`src/rtl/iot_mon_pkg.sv`:
```
// Shared types and helpers for the IoT activity event encoder.
package iot_mon_pkg;

  localparam int unsigned N_DEV_DEF = 8;
  localparam int unsigned CNT_W_DEF = 8;

  // Upper bound on device count; the event id field is sized for it so one
  // struct type serves every legal N_DEV.
  localparam int unsigned N_DEV_MAX = 64;
  localparam int unsigned ID_W_MAX  = 6;

  typedef struct packed {
    logic                on_off;
    logic [ID_W_MAX-1:0] id;
  } iot_evt_t;

  // Number of set bits in a (zero-extended) device vector.
  function automatic int unsigned popcount(input logic [N_DEV_MAX-1:0] v);
    int unsigned c;
    c = 0;
    for (int unsigned i = 0; i < N_DEV_MAX; i++) begin
      c = c + {31'b0, v[i]};
    end
    return c;
  endfunction

endpackage

```
`src/rtl/iot_rr_arbiter.sv`:
```
// Combinational round-robin arbiter: grants the first requester strictly
// after ptr, searching upward with wrap-around.
module iot_rr_arbiter #(
  parameter int unsigned N    = 8,
  parameter int unsigned IdxW = $clog2(N)
) (
  input  logic [N-1:0]    req,
  input  logic [IdxW-1:0] ptr,
  input  logic            en,
  output logic            gnt_vld,
  output logic [IdxW-1:0] gnt_idx
);

  logic [IdxW-1:0] idx;

  // Scan N positions starting one past the pointer; first hit wins.
  always_comb begin
    gnt_vld = 1'b0;
    gnt_idx = '0;
    idx     = '0;
    for (int unsigned k = 1; k <= N; k++) begin
      idx = IdxW'((32'(ptr) + k) % N);
      if (en && !gnt_vld && req[idx]) begin
        gnt_vld = 1'b1;
        gnt_idx = idx;
      end
    end
  end

endmodule

```
`src/rtl/iot_event_encoder.sv`:
```
// Turns per-device activity edges into one-cycle change/on_off events,
// emitted one per cycle in round-robin order.
// Optional feature: define INPUT_SYNC_EN to put a two-flop synchronizer on
// every dev_active bit (adds two cycles of latency).
module iot_event_encoder
  import iot_mon_pkg::*;
#(
  parameter int unsigned N_DEV = N_DEV_DEF,
  parameter int unsigned ID_W  = $clog2(N_DEV),
  parameter int unsigned CNT_W = CNT_W_DEF
) (
  input  logic             clk,
  input  logic             rst,
  input  logic [N_DEV-1:0] dev_active,
  input  logic             hold,
  output logic             change,
  output logic             on_off,
  output logic [ID_W-1:0]  dev_id,
  output logic [CNT_W-1:0] pending_cnt
);

  logic [N_DEV-1:0] act;
  logic [N_DEV-1:0] edg;
  logic [N_DEV-1:0] prev_q;
  logic [N_DEV-1:0] pend_q, pend_d;
  logic [N_DEV-1:0] dir_q, dir_d;
  logic [N_DEV-1:0] gnt_oh;
  logic [ID_W-1:0]  rr_ptr_q, rr_ptr_d;
  logic             change_q, change_d;
  iot_evt_t         evt_q, evt_d;
  logic [CNT_W-1:0] cnt_q, cnt_d;
  logic             gnt_vld;
  logic [ID_W-1:0]  gnt_idx;

`ifdef INPUT_SYNC_EN
  logic [N_DEV-1:0] sync1_q, sync2_q;

  // Two-flop synchronizer ahead of edge detection.
  always_ff @(posedge clk or negedge rst) begin
    if (!rst) begin
      sync1_q <= '0;
      sync2_q <= '0;
    end else begin
      sync1_q <= dev_active;
      sync2_q <= sync1_q;
    end
  end

  assign act = sync2_q;
`else
  assign act = dev_active;
`endif

  assign edg = act ^ prev_q;

  iot_rr_arbiter #(
    .N    (N_DEV),
    .IdxW (ID_W)
  ) u_arb (
    .req     (pend_q),
    .ptr     (rr_ptr_q),
    .en      (~hold),
    .gnt_vld (gnt_vld),
    .gnt_idx (gnt_idx)
  );

  // Per-device pending/direction update. An edge on a device that is pending
  // but not granted cancels the event (on followed by off nets to nothing);
  // an edge on the granted device re-arms it with the new level.
  always_comb begin
    gnt_oh = '0;
    if (gnt_vld) gnt_oh[gnt_idx] = 1'b1;
    pend_d = pend_q;
    dir_d  = dir_q;
    for (int unsigned i = 0; i < N_DEV; i++) begin
      if (edg[i]) begin
        if (pend_q[i] && !gnt_oh[i]) begin
          pend_d[i] = 1'b0;
        end else begin
          pend_d[i] = 1'b1;
          dir_d[i]  = act[i];
        end
      end else if (gnt_oh[i]) begin
        pend_d[i] = 1'b0;
      end
    end
  end

  // Emission, pointer and counter next-state.
  always_comb begin
    change_d     = gnt_vld;
    evt_d.on_off = gnt_vld ? dir_q[gnt_idx] : 1'b0;
    evt_d.id     = gnt_vld ? ID_W_MAX'(gnt_idx) : '0;
    rr_ptr_d     = gnt_vld ? gnt_idx : rr_ptr_q;
    cnt_d        = CNT_W'(popcount(N_DEV_MAX'(pend_d)));
  end

  // State and output registers; reset clears everything asynchronously.
  always_ff @(posedge clk or negedge rst) begin
    if (!rst) begin
      prev_q   <= '0;
      pend_q   <= '0;
      dir_q    <= '0;
      rr_ptr_q <= ID_W'(N_DEV - 1);
      change_q <= 1'b0;
      evt_q    <= '0;
      cnt_q    <= '0;
    end else begin
      prev_q   <= act;
      pend_q   <= pend_d;
      dir_q    <= dir_d;
      rr_ptr_q <= rr_ptr_d;
      change_q <= change_d;
      evt_q    <= evt_d;
      cnt_q    <= cnt_d;
    end
  end

  assign change      = change_q;
  assign on_off      = evt_q.on_off;
  assign dev_id      = evt_q.id[ID_W-1:0];
  assign pending_cnt = cnt_q;

  // Id bits above ID_W are always zero for this configuration.
  logic unused_id;
  assign unused_id = ^evt_q.id;

endmodule
```
`config.mk`:
```
export PLATFORM = sky130hd
export DESIGN_NAME = iot_event_encoder
export DESIGN_NICKNAME = d
export VERILOG_FILES = /design/src/rtl/iot_mon_pkg.sv /design/src/rtl/iot_rr_arbiter.sv /design/src/rtl/iot_event_encoder.sv
export SDC_FILE = /design/constraint.sdc
export NUM_CORES = 1
export LEC_CHECK = 0
export CORE_ASPECT_RATIO = 0.9
export CORE_MARGIN = 2
export CORE_UTILIZATION = 30
export DETAILED_ROUTE_END_ITERATION = 7
export GPL_TIMING_DRIVEN = 0
export PLACE_DENSITY = 0.49
export REMOVE_ABC_BUFFERS = 1
export SYNTH_ARGS = -nofsm -noshare
export SYNTH_HDL_FRONTEND = slang
export SYNTH_SLANG_ARGS = --single-unit
```
`constraint.sdc`:
```
create_clock -name clk -period 6.7 [get_ports clk]
set_input_delay 2.01 -clock clk [delete_from_list [all_inputs] [get_ports clk]]
set_output_delay 2.01 -clock clk [all_outputs]
set_load 0.05 [all_outputs]
```
==> qor_table.md <==
| Item | Value |
|:---|:---|
| Tightest Pin Transition | 0.784 ns |
| Worst reg2reg setup slack | 0.38 ns |
| Clock Path Buffers | 2 |
| Share of cells above drive strength 1 | 21.1% |
| Cell-by-cell trace of the critical path | buf_4, clkinvlp_4, nand2b_1, o211ai_2, or4b_4, nor3b_1, a221oi_4, buf_6, inv_2, o21ai_1, ha_1, fa_1, inv_1, fa_1, inv_1, fa_1, inv_1, ha_1, inv_1, fa_1, xnor2_1 |
| Routed wire per std cell | 14.5 um |
| Die outline width | 98.6 um |
| Initial antenna violation count | 0 |
| Hold Fails Final Rpt | 0 |
| Top FF cell, synth | sky130_fd_sc_hd__dfrtp_1 |
| Nature of the critical path endpoint | flip-flop |
| Final #Nets | 259 |
| Wire length of the first global-routing pass | 8450 um |
| CTS Root Buffer Type | sky130_fd_sc_hd__clkbuf_8 |
| Sequential area share after synthesis | 37.4% |
| Pre-CTS WS | -0.680 ns |
| Top achievable clock speed | 158 MHz |
| Average cell area after synthesis | 11.5 sq um |
| Count of hold buffers inserted by post-cts repair | 0 |
| Worst-path fanout max | 9 |
| Post-synth cell types | 50 |
| Via count of the first global-routing pass | 1661 |
| Antenna cells | 0 |
| Clk_lat worst skew | 0.29 ns |
| Largest clock skew in the final design | 0.00503 ns |
| Hold Worst Slack | 0.503 ns |
| Largest net degree at the start of global routing | 37 |
| Startpoint of the lowest-slack register-to-register path | rr_ptr_q[0] |
| Count of final max-slew check failures | 0 |
| Class of the tightest hold or removal check | flip-flop to flip-flop |
| YS warnings | 0 |
| CORE AREA | 0.00791 sq mm |
| Async S/R FF share, synth | 100% |
| Fin area | 0.00280 sq mm |
| Number of instances in the synthesized netlist | 210 |
| Total standard cell area after synthesis | 0.00242 sq mm |
| Fraction of the core area covered by cells at the end of the flow | 35.4% |
| Startpoint kind of the worst setup timing path | input pin |
| Type of the worst setup path | input pin to flip-flop |
| Final wirelength | 4800 um |
| Maximum single-stage delay on the critical path | 0.52 ns |
| Detailed-routing iteration count for the pre-antenna-repair pass | 4 |
| DR iter-0 viols | 67 |
| Slowest-stage cell, CP | sky130_fd_sc_hd__or4b_4 |
| TritonCTS clock tree | done |
| Number of inserted filler cells in the final layout | 821 |
| H-tree levels | 2 |
| Die Footprint | 0.00879 sq mm |
| Critical path data arrival time | 6.52 ns |
| Period minus WS final | 6.35 ns |
| Worst setup startpoint | hold |
| Clock input transition at the sequential cells of the worst setup and hold paths | 0.07 ns |
| Standard cell area after detailed placement | 0.00267 sq mm |
| Number of synthesized register bits | 36 |
| Worst EP required | 6.87 ns |
| Setup repair after global routing missed its margin | false |
| Via-per-instance ratio | 5.02 |
| Total number of vias | 1660 |
| Post-route clock period utilization | 94.7% |
| Height of the die | 89.1 um |
| Final setup violation count | 0 |
| Count of buffers from port buffering | 19 |
| Count of pins on the block boundary | 24 |
| Max-Slew Margin vs Limit | 47.7% |
| Num CTS Buffers | 5 |
| Starting utilization of the core area | 30.5% |
| Worst-case setup margin in the final layout | 0.353 ns |
| Residual antenna-violating net count after detailed routing | 0 |
| Maximum Capacitance Violations | 0 |
| Placer congestion estimate | 0.846 |
| Remaining global-route overflow | 0 |
| Number of cells traversed by the worst register-to-register path | 23 |
| Clock net sink count | 36 |
| Result of the run | finished, final reports clean |
| Number of cell rows | 31 |
| Instance count along the most critical hold path | 1 |
| Gr usage total | 12.2% |
| Syn-to-layout area delta | 16.1% |
| Origin of the worst min-delay path | dir_q[0] |
| Number of enable flip-flop cells after synthesis | 0 |
| Half-perimeter wire length of the detailed placement result | 3700 um |
| Final routed DRC violation total | 0 |
-- state kept, by name, summed over array words and instances (netlist names) --
signal	flops
pending_cnt	4
on_off	1
change	1
dev_id	3
dir_q	8
pend_q	8
rr_ptr_q	3
prev_q	8
-- cells in the mapped netlist (all sizes together), types with 2 or more instances --
cell	n	area [sq um]
ha	13	163
nand2b	2	12.5
a21oi	4	20.0
inv	27	101
o2111ai	3	26.3
o21ai	15	75.1
and2	5	31.3
dfrtp	33	826
nor3	6	30.0
nand2	10	45.0
buf	10	71.3
xnor2	4	35.0
dfstp	3	78.8
fa	4	80.1
nor4b	2	17.5
mux4	12	285
mux2	10	116
nor2	7	26.3
o211ai	2	25.0
mux2i	9	93.8
xor2	8	70.1
-- cell usage in the layout (no fill, tap or decap), drive strengths merged, types with 3 or more instances in the layout --
cell | netlist | layout
a21oi | 4 | 4
and2 | 5 | 5
buf | 10 | 4
clkbuf | 0 | 8
clkdlybuf4s50 | 0 | 17
conb | 1 | 4
dfrtp | 33 | 33
dfstp | 3 | 3
fa | 4 | 4
ha | 13 | 13
inv | 27 | 26
mux2 | 10 | 10
mux2i | 9 | 9
mux4 | 12 | 12
nand2 | 10 | 10
nor2 | 7 | 7
nor3 | 6 | 6
o2111ai | 3 | 3
o21ai | 15 | 15
xnor2 | 4 | 4
xor2 | 8 | 8
-- per-layer routing --
layer / vias to the layer above / GRT usage (%) / wire [um] / part of all wire (%)
met5: - / 0 / 0 / 0
met4: 0 / 4.73 / 116 / 2.4
met3: 11 / 2.27 / 163 / 3.4
met2: 32 / 19.7 / 2220 / 46
met1: 829 / 16.4 / 2300 / 48
li1: 788 / - / - / -
-- final timing paths --
path                                   to
setup / recovery           pending_cnt[2]
hold / removal                   dir_q[0]
setup reg to reg           pending_cnt[2]
hold reg to reg                  dir_q[0]
max in group asynchronous  pending_cnt[2]
min in group asynchronous       dev_id[2]
-- cells by family after synthesis --
kind of cell | share of synthesized area [%]
AO/OA/AOI/OAI | 10.7
multiplexers | 20.5
AND/OR/NAND/NOR | 9.43
flip-flops | 37.4
adder cells (fa/ha/maj) | 10.0
XOR/XNOR | 4.35
other | 0.155
buffers and inverters | 7.35
-- layout make-up --
type / instances / area, sq um / area share (%)
multi-input combinational: 139 / 1370 / 48.7
sequential: 36 / 912 / 32.5
inverter: 28 / 110 / 3.93
tap: 99 / 124 / 4.42
timing repair buffer: 21 / 201 / 7.18
clock buffer: 8 / 90.1 / 3.21
-- metrics by stage --
stage                     TNS [ns]  std cells
after detailed placement     -1.94        321
final                            0        331
after global placement       -2.11        321
after global routing             0        331
after floorplan                  0        203
after CTS                        0        329
-- timing repair --
action | in CTS | in global routing
gates resized for setup | 4 | 12
gates cloned | 0 | 0
setup endpoints to repair | 3 | 3
pin swaps | 1 | 2
setup buffers | 0 | 2
-- worst max-delay path: cells and delay by family --
family,cells,cell delay [ns]
adders and majority gates,6,2.27
and+or+nand+nor,3,0.83
buffers and inverters,8,0.77
xor gates and xnor gates,1,0.14
AOI/OAI and AO/OA,3,0.50
Power is not shown: default switching activity piles up to over one toggle a cycle in this logic, so the estimate is an artifact.
